[config.mk]
export PLATFORM = sky130hd
export DESIGN_NAME = fwd_hazard_unit_flat
export DESIGN_NICKNAME = d
export VERILOG_FILES = /design/src/rtl/fwd_hazard_unit_pkg.sv /design/src/rtl/fwd_hazard_unit_if.sv /design/src/rtl/fwd_hazard_unit_match.sv /design/src/rtl/fwd_hazard_unit.sv /design/src/flat_wrapper.sv
export SDC_FILE = /design/constraint.sdc
export NUM_CORES = 1
export LEC_CHECK = 0
export BUFFER_PORTS_ARGS = -buffer_cell sky130_fd_sc_hd__buf_2
export CAP_MARGIN = 0
export CORE_ASPECT_RATIO = 1.1
export CORE_MARGIN = 2
export CORE_UTILIZATION = 45
export CTS_BUF_LIST = sky130_fd_sc_hd__clkbuf_16
export DETAILED_ROUTE_END_ITERATION = 10
export PLACE_DENSITY = 0.68
export SYNTH_ARGS = -nofsm -noshare
export SYNTH_HDL_FRONTEND = slang
export SYNTH_SLANG_ARGS = --single-unit
export TNS_END_PERCENT = 5
[constraint.sdc]
create_clock -name clk -period 3.2 [get_ports clk]
set_input_delay 0.16 -clock clk [delete_from_list [all_inputs] [get_ports clk]]
set_output_delay 0.16 -clock clk [all_outputs]
set_load 0.1 [all_outputs]
[src/rtl/fwd_hazard_unit_pkg.sv]
// Shared types and constants for the forwarding/hazard unit: scoreboard entry
// layout, select-code names and the select-width helper.
package fwd_pkg;

    // Widest register index a scoreboard entry can hold; REG_ADDR_W must not exceed it.
    localparam int unsigned RD_W_MAX = 8;

    localparam int unsigned FWD_NONE = 32'd0;
    localparam int unsigned FWD_MEM  = 32'd2;
    localparam int unsigned FWD_WB   = 32'd3;

    typedef struct packed {
        logic                v;
        logic                wr;
        logic                ld;
        logic [RD_W_MAX-1:0] rd;
    } sb_entry_t;

    function automatic int unsigned sel_width(input int unsigned depth);
        return $clog2(depth + 32'd1);
    endfunction

endpackage

[src/rtl/fwd_hazard_unit_if.sv]
// ID-stage decode inputs and forwarding/stall outputs of the hazard unit.
interface fwd_hazard_unit_if #(
    parameter int unsigned REG_ADDR_W = 5,
    parameter int unsigned SEL_W      = 2,
    parameter int unsigned CNT_W      = 16
);
    logic                  fwdEN;
    logic                  freeze;
    logic                  flush;
    logic                  valid_ID;
    logic                  RegWrite_ID;
    logic                  MemRead_ID;
    logic [REG_ADDR_W-1:0] rd_ID;
    logic [REG_ADDR_W-1:0] Rn_ID;
    logic [REG_ADDR_W-1:0] Rm_ID;
    logic                  useRn_ID;
    logic                  useRm_ID;
    logic                  stall;
    logic [SEL_W-1:0]      FWDA;
    logic [SEL_W-1:0]      FWDB;
    logic [CNT_W-1:0]      stall_count;

    modport master (
        output fwdEN, freeze, flush, valid_ID, RegWrite_ID, MemRead_ID,
               rd_ID, Rn_ID, Rm_ID, useRn_ID, useRm_ID,
        input  stall, FWDA, FWDB, stall_count
    );

    modport slave (
        input  fwdEN, freeze, flush, valid_ID, RegWrite_ID, MemRead_ID,
               rd_ID, Rn_ID, Rm_ID, useRn_ID, useRm_ID,
        output stall, FWDA, FWDB, stall_count
    );
endinterface

[src/rtl/fwd_hazard_unit_match.sv]
// Youngest-producer search for one ID source operand across the scoreboard.
module fwd_match
    import fwd_pkg::*;
#(
    parameter int unsigned REG_ADDR_W = 5,
    parameter int unsigned ZERO_REG   = 31,
    parameter int unsigned DEPTH      = 3,
    parameter int unsigned SEL_W      = 2
) (
    input  logic                  use_i,
    input  logic [REG_ADDR_W-1:0] src_i,
    input  sb_entry_t [DEPTH:1]   sb_i,
    output logic                  hit_o,
    output logic [SEL_W-1:0]      stage_o,
    output logic                  load_o
);

    // Walk oldest to youngest so the lowest matching stage is the one left standing.
    always_comb begin
        hit_o   = 1'b0;
        stage_o = '0;
        load_o  = 1'b0;
        for (int s = DEPTH; s >= 1; s--) begin
            if (use_i && (src_i != REG_ADDR_W'(ZERO_REG)) && (s <= int'(DEPTH) - 1) &&
                sb_i[s].v && sb_i[s].wr && (sb_i[s].rd == RD_W_MAX'(src_i))) begin
                hit_o   = 1'b1;
                stage_o = SEL_W'(s);
                load_o  = sb_i[s].ld;
            end else begin
                hit_o   = hit_o;
            end
        end
    end

endmodule

[src/rtl/fwd_hazard_unit.sv]
// Forwarding and hazard unit: in-flight destination scoreboard, registered EX
// operand selects, load-use/interlock stall and a saturating stall counter.
module fwd_hazard_unit
    import fwd_pkg::*;
#(
    parameter int unsigned REG_ADDR_W = 5,
    parameter int unsigned ZERO_REG   = 31,
    parameter int unsigned DEPTH      = 3,
    parameter int unsigned LOAD_READY = 3,
    parameter int unsigned CNT_W      = 16
) (
    input logic              clk,
    input logic              reset,
    fwd_hazard_unit_if.slave bus
);

    localparam int unsigned SEL_W = sel_width(DEPTH);

    sb_entry_t [DEPTH:1] sb_q, sb_d;
    sb_entry_t           id_entry;
    logic [SEL_W-1:0]    fwda_q, fwdb_q, fwda_d, fwdb_d;
    logic [CNT_W-1:0]    cnt_q;
    logic                hit_a, hit_b, ld_a, ld_b;
    logic [SEL_W-1:0]    stage_a, stage_b;
    logic                hazard, stall, bubble;

    fwd_match #(.REG_ADDR_W(REG_ADDR_W), .ZERO_REG(ZERO_REG), .DEPTH(DEPTH), .SEL_W(SEL_W)) u_match_rn (
        .use_i(bus.useRn_ID), .src_i(bus.Rn_ID), .sb_i(sb_q),
        .hit_o(hit_a), .stage_o(stage_a), .load_o(ld_a)
    );

    fwd_match #(.REG_ADDR_W(REG_ADDR_W), .ZERO_REG(ZERO_REG), .DEPTH(DEPTH), .SEL_W(SEL_W)) u_match_rm (
        .use_i(bus.useRm_ID), .src_i(bus.Rm_ID), .sb_i(sb_q),
        .hit_o(hit_b), .stage_o(stage_b), .load_o(ld_b)
    );

    // Turn each operand's producer into a select or a stall request.
    always_comb begin
        hazard = 1'b0;
        fwda_d = SEL_W'(FWD_NONE);
        fwdb_d = SEL_W'(FWD_NONE);
        if (hit_a) begin
            if (!bus.fwdEN || (ld_a && ((32'(stage_a) + 32'd1) < LOAD_READY))) begin
                hazard = 1'b1;
            end else begin
                fwda_d = stage_a + SEL_W'(1);
            end
        end else begin
            fwda_d = SEL_W'(FWD_NONE);
        end
        if (hit_b) begin
            if (!bus.fwdEN || (ld_b && ((32'(stage_b) + 32'd1) < LOAD_READY))) begin
                hazard = 1'b1;
            end else begin
                fwdb_d = stage_b + SEL_W'(1);
            end
        end else begin
            fwdb_d = SEL_W'(FWD_NONE);
        end
    end

    assign stall  = hazard && bus.valid_ID && !bus.flush;
    assign bubble = stall || bus.flush || !bus.valid_ID;

    // Next scoreboard: age every entry one stage, ID entry (or a bubble) enters EX.
    always_comb begin
        id_entry = '0;
        if (!bubble) begin
            id_entry.v  = 1'b1;
            id_entry.wr = bus.RegWrite_ID;
            id_entry.ld = bus.MemRead_ID;
            id_entry.rd = RD_W_MAX'(bus.rd_ID);
        end else begin
            id_entry = '0;
        end
        sb_d = sb_q;
        for (int k = DEPTH; k >= 2; k--) begin
            sb_d[k] = sb_q[k-1];
        end
        sb_d[1] = id_entry;
    end

    // Pipeline state advances only on unfrozen edges.
    always_ff @(posedge clk or posedge reset) begin
        if (reset) begin
            sb_q   <= '0;
            fwda_q <= '0;
            fwdb_q <= '0;
            cnt_q  <= '0;
        end else if (!bus.freeze) begin
            sb_q   <= sb_d;
            fwda_q <= bubble ? SEL_W'(FWD_NONE) : fwda_d;
            fwdb_q <= bubble ? SEL_W'(FWD_NONE) : fwdb_d;
            if (stall && (cnt_q != '1)) begin
                cnt_q <= cnt_q + CNT_W'(1);
            end else begin
                cnt_q <= cnt_q;
            end
        end else begin
            sb_q <= sb_q;
        end
    end

    assign bus.stall       = stall;
    assign bus.FWDA        = fwda_q;
    assign bus.FWDB        = fwdb_q;
    assign bus.stall_count = cnt_q;

endmodule

[src/flat_wrapper.sv]
// flat-port wrapper written by rule: the top's interface ports become plain ports
module fwd_hazard_unit_flat import fwd_pkg::*;
#(
    parameter int unsigned REG_ADDR_W = 5,
    parameter int unsigned ZERO_REG   = 31,
    parameter int unsigned DEPTH      = 3,
    parameter int unsigned LOAD_READY = 3,
    parameter int unsigned CNT_W      = 16
)
  (clk, reset, bus_fwdEN, bus_freeze, bus_flush, bus_valid_ID, bus_RegWrite_ID, bus_MemRead_ID, bus_rd_ID, bus_Rn_ID, bus_Rm_ID, bus_useRn_ID, bus_useRm_ID, bus_stall, bus_FWDA, bus_FWDB, bus_stall_count);
  fwd_hazard_unit_if #(.REG_ADDR_W(REG_ADDR_W), .SEL_W((sel_width(3))), .CNT_W(CNT_W)) bus_i ();
  input logic clk;
  input logic reset;
  input wire logic [$bits(bus_i.fwdEN)-1:0] bus_fwdEN;
  input wire logic [$bits(bus_i.freeze)-1:0] bus_freeze;
  input wire logic [$bits(bus_i.flush)-1:0] bus_flush;
  input wire logic [$bits(bus_i.valid_ID)-1:0] bus_valid_ID;
  input wire logic [$bits(bus_i.RegWrite_ID)-1:0] bus_RegWrite_ID;
  input wire logic [$bits(bus_i.MemRead_ID)-1:0] bus_MemRead_ID;
  input wire logic [$bits(bus_i.rd_ID)-1:0] bus_rd_ID;
  input wire logic [$bits(bus_i.Rn_ID)-1:0] bus_Rn_ID;
  input wire logic [$bits(bus_i.Rm_ID)-1:0] bus_Rm_ID;
  input wire logic [$bits(bus_i.useRn_ID)-1:0] bus_useRn_ID;
  input wire logic [$bits(bus_i.useRm_ID)-1:0] bus_useRm_ID;
  output wire logic [$bits(bus_i.stall)-1:0] bus_stall;
  output wire logic [$bits(bus_i.FWDA)-1:0] bus_FWDA;
  output wire logic [$bits(bus_i.FWDB)-1:0] bus_FWDB;
  output wire logic [$bits(bus_i.stall_count)-1:0] bus_stall_count;
  assign bus_i.fwdEN = bus_fwdEN;
  assign bus_i.freeze = bus_freeze;
  assign bus_i.flush = bus_flush;
  assign bus_i.valid_ID = bus_valid_ID;
  assign bus_i.RegWrite_ID = bus_RegWrite_ID;
  assign bus_i.MemRead_ID = bus_MemRead_ID;
  assign bus_i.rd_ID = bus_rd_ID;
  assign bus_i.Rn_ID = bus_Rn_ID;
  assign bus_i.Rm_ID = bus_Rm_ID;
  assign bus_i.useRn_ID = bus_useRn_ID;
  assign bus_i.useRm_ID = bus_useRm_ID;
  assign bus_stall = bus_i.stall;
  assign bus_FWDA = bus_i.FWDA;
  assign bus_FWDB = bus_i.FWDB;
  assign bus_stall_count = bus_i.stall_count;
  fwd_hazard_unit #(.REG_ADDR_W(REG_ADDR_W), .ZERO_REG(ZERO_REG), .DEPTH(DEPTH), .LOAD_READY(LOAD_READY), .CNT_W(CNT_W)) u_core (.clk(clk), .reset(reset), .bus(bus_i));
endmodule
==> impl_metrics.csv, run 1 <==
group,metric,value,unit
run_status,status,"finished, final reports clean",
sta,min_period,2770,ps
hold_path,hold_start,"bus_RegWrite_ID",
layout,areaGrowthSynthToFinish,21.7,%
floorplanning,initial_core_util,46.9,%
worst_setup_path,regToRegSetupSlack,720,ps
layout,antenna_cells,0,
clock_tree,cts.repair.resized,0,
layout,fin_nets,250,
sta,setup_ws,426,ps
clock_tree,h-tree-depth,2,
placement,gp_congestion,0.767,
sta,holdWs,133,ps
layout,drive_gt1_share,34.2,%
global_routing,grt_usage,19.8,%
layout,utilization,57.1,%
global_routing,antenna_found_initial,0,
clock_tree,ctsRootBufferMaster,"clkbuf_16",
global_routing,grt_pass1_vias,1530,
layout,layout_common_cells,"buf_2 (45), dfrtp_1 (35), xnor2_1 (21)",
worst_setup_path,cp-startpoint,"u_core.sb_d[22]$_DFFE_PP0N_",
routing,drt-vias-per-instance,5.64,
pwr,cellPowerDensity,417,nW/um^2
hold_path,worstHoldPathType,"in2reg",
floorplanning,die_h,74.3,um
worst_setup_path,crit_type,"reg2out",
layout,finalNonFillerCells,279,
placement,placed_cell_area,2320,sq um
routing,route.vias.total,1574,
worst_setup_path,r2r-end,"u_core.bus.stall_count[14]$_DFFE_PP0P_",
hold_path,worstHoldPathCells,2,
sta,fmax,0.360,GHz
placement,portBuffers,45,
floorplanning,ioPinCount,46,
yosys,synth_warnings,0,
yosys,async_reset_ff_share,100,%
placement,dp.cells,270,
clock_tree,cts_buffer_depth,2,
worst_setup_path,reg2regPathDepth,7,
layout,mostFrequentLayoutCell,"buf_2",
worst_setup_path,end_kind,"output pin",
worst_setup_path,cp.arrival,2610,ps
sta,slew_headroom,51.7,%
routing,wl_per_cell,16.1,um
worst_setup_path,r2r_start,"u_core.sb_d[22]$_DFFE_PP0N_",
global_routing,grt_pass1_wl,7490,um
yosys,synth-main-ff-cell,"dfrtp_1",
worst_setup_path,crit_path_max_incr_delay,650,ps
yosys,synth_fp_nets,200,
routing,ant_nets,0,
routing,drt_pass1_iterations,4,
clock_tree,clock_sinks,35,
yosys,synth_edf_count,0,
pwr,ir_drop,0.257,mV
sta,worstMarginPinSlew,714,ps
clock_tree,cts_tree,"done",
clock_tree,numCtsBuffers,5,
run,drv_cap,0,
sta,fin_crit_sh,86.7,%
floorplanning,core,4320,sq um
sta,setup_viol,0,
worst_setup_path,crit_family,"simple AND/OR/NAND/NOR gates",
routing,drt_wl_total,4500,um
pwr,p_leak,1.13,nW
worst_setup_path,worstPathCellList,"xnor2_1 > nand4_1 > nor4b_1 > nor4_4 > a21o_1 > nor2_1 > buf_2",
worst_setup_path,start_kind,"flop",
yosys,synth-seq-cells,35,
worst_setup_path,cp_max_fo,9,
sta,rsz0062_at_grt,"no",
sta,slew_viol_final,0,
sta,worst_clock_skew,4.41,ps
layout,fin_area,2460,sq um
clock_tree,worstSkewPairLatency,280,ps
placement,hpwl,3230,um
routing,drc,0,
placement,pre_cts_slack,742,ps
yosys,synth_area,2020,sq um
yosys,synth_area_per_cell,11.6,sq um
routing,drtIter0Drc,136,
yosys,synth_cell_types,34,
yosys,seq_area_frac_synth,43.3,%
worst_setup_path,slowest_stage,"nor4b_1",
hold_path,min_to,"u_core.sb_d[20]$_DFFE_PP0N_",
worst_setup_path,required,3040,ps
global_routing,grt_overflow_total,0,
worst_setup_path,crit_buf_inv,1,
global_routing,grt_max_degree,36,
sta,hold_viol,0,
clock_tree,clk_pin_slew,50,ps
pwr,power,1.03,mW
sta,setup_tns,0,ps
yosys,synthCells,174,
floorplanning,rows,25,
floorplanning,dieArea,5050,sq um
floorplanning,die_x,68.0,um
==> where the power goes <==
part	switching, mW	total (mW)	internal, mW
Combinational	0.0553	0.103	0.0479
Sequential	0.0159	0.472	0.456
Clock	0.172	0.453	0.281
Total	0.244	1.03	0.785
==> routing by layer <==
metal,GRT usage (%),vias up,part of all wire [%]
li1,-,762,-
met1,28.0,772,47
met2,29.8,34,47
met3,5.45,6,4.6
met4,5.56,0,1.2
met5,0,-,0
==> flip-flops by register name, summed over array words and instances, names as in the netlist <==
| name | count |
|---|---|
| u_core.bus.stall_count | 16 |
| u_core.sb_d | 15 |
| u_core.bus.FWDA | 2 |
| u_core.bus.FWDB | 2 |
==> timing repair <==
item                                   4_1_cts  5_1_grt
endpoints found under the hold margin       24        0
hold buffers                                 1        0
setup buffers                                0        0
==> cell usage after synthesis (4+ instances only) <==
cell type  count  area share (%)
a2111oi_2      8             5.9
dfrtp_1       35              43
mux2_2         8             4.5
a2111oi_1      4             2.0
nor2_1         5            0.93
nand2_1        9             1.7
and2_1         4             1.2
nand3_1       15             3.7
xor2_1        14             6.1
nand4_1        5             1.5
a32o_1        11             5.4
xnor2_1       21             9.1
==> worst max path at each step <==
stage	to	slack, ps	cells after the start
after floorplan	bus_stall	320	7
after global placement	bus_stall	800	7
after detailed placement	bus_stall	740	7
after CTS	bus_stall	430	7
after global routing	bus_stall	260	7
final	bus_stall	430	7
==> layout make-up <==
cell class	instances	area, sq um
clock buffer	5	125
clock inverter	3	12.5
fill	381	1850
inverter	3	11.3
multi-input combinational	128	1100
sequential	35	876
tap	54	67.6
timing repair buffer	51	273
==> cell families after synthesis <==
| kind of cell | synth area share, % |
|---|---|
| simple gates | 15.9 |
| xor+xnor | 15.1 |
| flops | 43.3 |
| compound gates | 17.7 |
| buf+inv | 2.90 |
| mux | 4.45 |
| fa+ha+maj | 0.618 |
(Power assumes the default switching activity.)
==> inputs of run 2 (changes only) <==
--- a/config.mk
+++ b/config.mk
@@ -7,7 +7,6 @@
 export LEC_CHECK = 0
 export BUFFER_PORTS_ARGS = -buffer_cell sky130_fd_sc_hd__buf_2
 export CAP_MARGIN = 0
-export CORE_ASPECT_RATIO = 1.1
 export CORE_MARGIN = 2
 export CORE_UTILIZATION = 45
 export CTS_BUF_LIST = sky130_fd_sc_hd__clkbuf_16
==> constraint.sdc (replaced) <==
create_clock -name clk -period 3.2 [get_ports clk]
set_input_delay 0.48 -clock clk [delete_from_list [all_inputs] [get_ports clk]]
set_output_delay 0.48 -clock clk [all_outputs]
set_load 0.1 [all_outputs]
==> impl_metrics.csv, run 2 (same netlist as run 1, synthesis figures left out) <==
group,metric,value,unit
floorplanning,die_x,71.1,um
sta,slew_headroom,36.3,%
routing,drt_wl_total,4470,um
sta,worstMarginPinSlew,954,ps
pwr,p_leak,1.14,nW
routing,drtIter0Drc,74,
worst_setup_path,end_kind,"output pin",
clock_tree,cts.repair.resized,0,
routing,drc,0,
pwr,ir_drop,0.244,mV
clock_tree,cts_buffer_depth,2,
routing,wl_per_cell,16.0,um
run_status,status,"finished, final reports clean",
pwr,p_int,783,uW
pwr,p_sw_share,23.2,%
layout,layout_common_cells,"buf_2 (44), dfrtp_1 (35), xnor2_1 (21)",
pwr,cellPowerDensity,408,nW/um^2
layout,areaGrowthSynthToFinish,23.2,%
worst_setup_path,start_kind,"flop",
global_routing,grt_pass1_wl,7860,um
worst_setup_path,cp_max_fo,8,
worst_setup_path,crit_type,"reg2out",
routing,route.vias.total,1564,
layout,nFillCells,369,
sta,setup_tns,0,ps
routing,drt-vias-per-instance,5.61,
layout,fin_nets,253,
sta,holdWs,417,ps
global_routing,grt_overflow_total,0,
layout,antenna_cells,0,
placement,placed_cell_area,2360,sq um
sta,slew_viol_final,0,
clock_tree,ctsRootBufferMaster,"clkbuf_16",
sta,fmax,0.361,GHz
floorplanning,core,4350,sq um
sta,worst_clock_skew,2.64,ps
floorplanning,rows,24,
pwr,power,1.02,mW
clock_tree,cts_tree,"done",
global_routing,grt_max_degree,26,
run,drv_cap,0,
sta,hold_viol,0,
routing,ant_nets,0,
clock_tree,worstSkewPairLatency,280,ps
clock_tree,clock_sinks,35,
hold_path,worstHoldPathType,"in2async",
sta,rsz0062_at_grt,"no",
layout,mostFrequentLayoutCell,"buf_2",
layout,largest_register_ffs,16,
clock_tree,h-tree-depth,2,
worst_setup_path,cp.arrival,2290,ps
placement,gp_congestion,0.808,
sta,min_period,2770,ps
floorplanning,initial_core_util,46.5,%
clock_tree,clk_pin_slew,50,ps
sta,fin_crit_sh,86.6,%
floorplanning,ioPinCount,46,
pwr,switchingPower,236,uW
layout,utilization,57.3,%
placement,portBuffers,45,
layout,fin_area,2490,sq um
routing,drt_pass1_iterations,4,
global_routing,grt_usage,19.6,%
pwr,p_seq_share,46.3,%
layout,drive_gt1_share,36.1,%
floorplanning,die_h,71.1,um
placement,hpwl,3240,um
clock_tree,cts_hold_buffers,0,
global_routing,grt_pass1_vias,1642,
pwr,p_comb_share,9.9,%
worst_setup_path,required,2720,ps
clock_tree,cts_setup_buffers,0,
floorplanning,dieArea,5050,sq um
global_routing,antenna_found_initial,0,
pwr,p_clk_share,43.7,%
clock_tree,numCtsBuffers,5,
sta,setup_viol,0,
==> run 2: changes by cell type in the layout (fill, tap and decap cells not counted) <==
cell,change
buf_4,+4
nor2_1,-1
dlygate4sd3_1,-1
nor2_2,+1
buf_2,-1
inv_1,-2
buf_12,+1
clkinv_1,+1
==> run 2: layout make-up <==
type / instances / area, sq um / area share [%]
Clock inverter: 2 / 8.76 / 0.351
Tap cell: 52 / 65.1 / 2.61
Clock buffer: 5 / 125 / 5.02
Multi-Input combinational cell: 128 / 1100 / 44.1
Inverter: 3 / 11.3 / 0.451
Timing Repair Buffer: 54 / 308 / 12.3
Sequential cell: 35 / 876 / 35.1
==> run 2: per-stage QoR <==
stage,std cells,worst slack [ps]
5_1_grt,279,295
2_1_floorplan,174,384
3_5_place_dp,272,574
6_report,279,428
3_3_place_gp,272,594
4_1_cts,279,451
==> run 2: worst paths after layout <==
check                                                               to                                  start  slack (ps)  cells after the start
max in group asynchronous        u_core.bus.stall_count[2]$_DFFE_PP0P_                                  reset        2060                      3
worst min-delay path                    u_core.bus.FWDB[1]$_DFFE_PP0N_                                  reset         420                      2
min in group clk                           u_core.sb_d[11]$_DFFE_PP0N_                           bus_rd_ID[0]         450                      2
worst max-delay path                                         bus_stall            u_core.sb_d[24]$_DFFE_PP0N_         430                      9
worst max register to register  u_core.bus.stall_count[14]$_DFFE_PP0P_            u_core.sb_d[13]$_DFFE_PP0N_         920                      7
worst min register to register   u_core.bus.stall_count[8]$_DFFE_PP0P_  u_core.bus.stall_count[8]$_DFFE_PP0P_         480                      1
==> run 2: power groups by stage <==
stage | clock network (mW) | registers (mW) | logic, mW
final | 0.446 | 0.472 | 0.101
after global routing | 0.479 | 0.474 | 0.112
after CTS | 0.459 | 0.472 | 0.102
after detailed placement | 0 | 0.480 | 0.102
after global placement | 0 | 0.479 | 0.101
after floorplan | 0 | 0.476 | 0.0666
==> run 2: critical path, cell delays in order, from the launching register on <==
cell	delay, ps
dfrtp_1	420
xnor2_1	180
nand4_1	130
nor4b_1	360
buf_4	190
nor4_4	40
buf_4	180
a21o_1	180
nor2_2	140
buf_12	190
==> run 2: metal layers <==
metal | global-route usage (%) | wire (um) | part of all wire [%]
met1 | 27.1 | 2150 | 48
met2 | 30.2 | 2010 | 45
met3 | 5.13 | 248 | 5.6
met4 | 6.29 | 54 | 1.2
met5 | 0 | 0 | 0
==> inputs of run 3 (changes only) <==
--- a/config.mk
+++ b/config.mk
@@ -11,8 +11,9 @@
 export CORE_UTILIZATION = 45
 export CTS_BUF_LIST = sky130_fd_sc_hd__clkbuf_16
 export DETAILED_ROUTE_END_ITERATION = 10
-export PLACE_DENSITY = 0.68
+export PLACE_DENSITY = 0.67
 export SYNTH_ARGS = -nofsm -noshare
 export SYNTH_HDL_FRONTEND = slang
+export SYNTH_HIERARCHICAL = 1
 export SYNTH_SLANG_ARGS = --single-unit
 export TNS_END_PERCENT = 5
==> impl_metrics.csv, run 3 <==
group,metric,value,unit
clock_tree,clk_pin_slew,50,ps
floorplanning,dieArea,5350,sq um
run,drv_cap,0,
floorplanning,ioPinCount,46,
routing,wl_per_cell,15.0,um
layout,antenna_cells,0,
worst_setup_path,slowest_stage,"or4_1",
sta,fin_crit_sh,97.8,%
pwr,p_clk_share,43.8,%
global_routing,grt_pass1_wl,7720,um
clock_tree,cts_tree,"done",
pwr,p_sw_share,23.6,%
worst_setup_path,cp_max_fo,4,
routing,drtIter0Drc,53,
clock_tree,h-tree-depth,2,
global_routing,grt_pass1_vias,1700,
routing,drt_pass1_iterations,4,
routing,ant_nets,0,
sta,min_period,3130,ps
placement,portBuffers,45,
clock_tree,cts_buffer_depth,2,
clock_tree,ctsRootBufferMaster,"clkbuf_16",
placement,dp.cells,310,
sta,slew_viol_final,0,
clock_tree,clock_sinks,36,
pwr,cellPowerDensity,384,nW/um^2
floorplanning,initial_core_util,46.1,%
routing,drt-vias-per-instance,5.45,
worst_setup_path,crit_family,"simple AND/OR/NAND/NOR gates",
routing,route.vias.total,1738,
worst_setup_path,end_kind,"output pin",
worst_setup_path,start_kind,"flop",
sta,worstMarginPinSlew,760,ps
yosys,synthCells,202,
sta,worst_clock_skew,3.30,ps
layout,drive_gt1_share,33.6,%
worst_setup_path,required,2720,ps
pwr,p_comb_share,9.8,%
clock_tree,cts_hold_buffers,0,
hold_path,worstHoldPathType,"in2async",
global_routing,grt_usage,18.9,%
pwr,p_leak,1.33,nW
pwr,p_int,801,uW
run_status,status,"finished, final reports clean",
sta,hold_viol,0,
pwr,ir_drop,0.288,mV
sta,setup_viol,0,
clock_tree,numCtsBuffers,5,
pwr,switchingPower,248,uW
layout,finalNonFillerCells,319,
layout,areaGrowthSynthToFinish,26.9,%
placement,hpwl,3450,um
floorplanning,core,4660,sq um
global_routing,grt_overflow_total,0,
global_routing,grt_max_degree,37,
placement,gp_congestion,0.796,
worst_setup_path,crit_type,"reg2out",
yosys,synth_warnings,6,
worst_setup_path,cp.arrival,2650,ps
worst_setup_path,crit_buf_inv,1,
worst_setup_path,worstPathCellList,"xnor2_1 > nand4_1 > or4_1 > o41ai_4 > and4bb_4 > nor3_2 > nor3b_4 > buf_12",
sta,slew_headroom,49.0,%
sta,setup_tns,0,ps
clock_tree,worstSkewPairLatency,270,ps
floorplanning,rows,25,
pwr,p_seq_share,46.4,%
layout,layout_common_cells,"buf_2 (44), dfrtp_1 (36), xnor2_1 (21)",
layout,nFillCells,419,
yosys,synth_area_per_cell,10.6,sq um
layout,mostFrequentLayoutCell,"buf_2",
routing,drt_wl_total,4800,um
sta,fmax,0.320,GHz
routing,drc,0,
layout,fin_nets,295,
pwr,power,1.05,mW
floorplanning,die_x,73.1,um
worst_setup_path,crit_path_max_incr_delay,570,ps
floorplanning,die_h,73.1,um
yosys,synth_area,2150,sq um
global_routing,antenna_found_initial,0,
run 3: worst min-delay path: cells and delay by family:
kind / cells / cell delay (ps)
buffers and inverters: 3 / 520
run 3: final timing paths:
path	to	cells after the start	from	slack (ps)
worst max-delay path	bus_stall	8	u_core/sb_d[14]$_DFFE_PP0N_	70
worst min-delay path	u_core/bus.stall_count[7]$_DFFE_PP0P_	3	reset	300
worst max register to register	u_core/bus.stall_count[1]$_DFFE_PP0P_	9	u_core/sb_d[31]$_DFFE_PP0N_	340
worst min register to register	u_core/bus.FWDB[1]$_DFFE_PP0N_	2	u_core/bus.FWDB[1]$_DFFE_PP0N_	480
max in group asynchronous	u_core/sb_d[25]$_DFFE_PP0N_	3	reset	2580
min in group clk	u_core/sb_d[12]$_DFFE_PP0N_	2	bus_rd_ID[1]	420
run 3: area by class of cell:
class,instances,area (sq um),share of cell area [%]
multi-input cells,166,1310,48.0
flip-flops and latches,36,901,33.0
repair buffers,50,290,10.6
clock buffers,5,125,4.58
well taps,54,67.6,2.47
inverters,6,22.5,0.825
clock inverters,2,12.5,0.458
run 3: timing repair:
item | 4_1_cts | 5_1_grt
pin swaps | 0 | 6
setup buffers | 0 | 2
setup endpoints to repair | 1 | 1
gates resized for setup | 2 | 11
run 3: power by group through the flow:
stage / Sequential (mW) / Combinational [mW] / Clock [mW]
after CTS: 0.487 / 0.101 / 0.473
final: 0.487 / 0.103 / 0.460
after global placement: 0.495 / 0.0986 / 0
after global routing: 0.489 / 0.113 / 0.489
after floorplan: 0.490 / 0.0655 / 0
after detailed placement: 0.495 / 0.0999 / 0
run 3: layer usage:
metal	track usage [%]	share of wire (%)	vias up
met5	0	0	-
met4	6.58	0.98	0
met3	4.28	3.9	4
met2	31.6	50	37
met1	23.8	46	846
li1	-	-	851
run 3: metrics by stage:
step                setup slack (ps)  utilization, %  hold WS (ps)  instance area (sq um)
finish                          71.7            58.6           302                   2730
global route                    -139            58.6           361                   2730
CTS                            0.238            57.4           319                   2670
detailed placement              83.6            54.2           473                   2520
global placement                 178            54.2           472                   2520
floorplan                       37.8               -           491                   2210
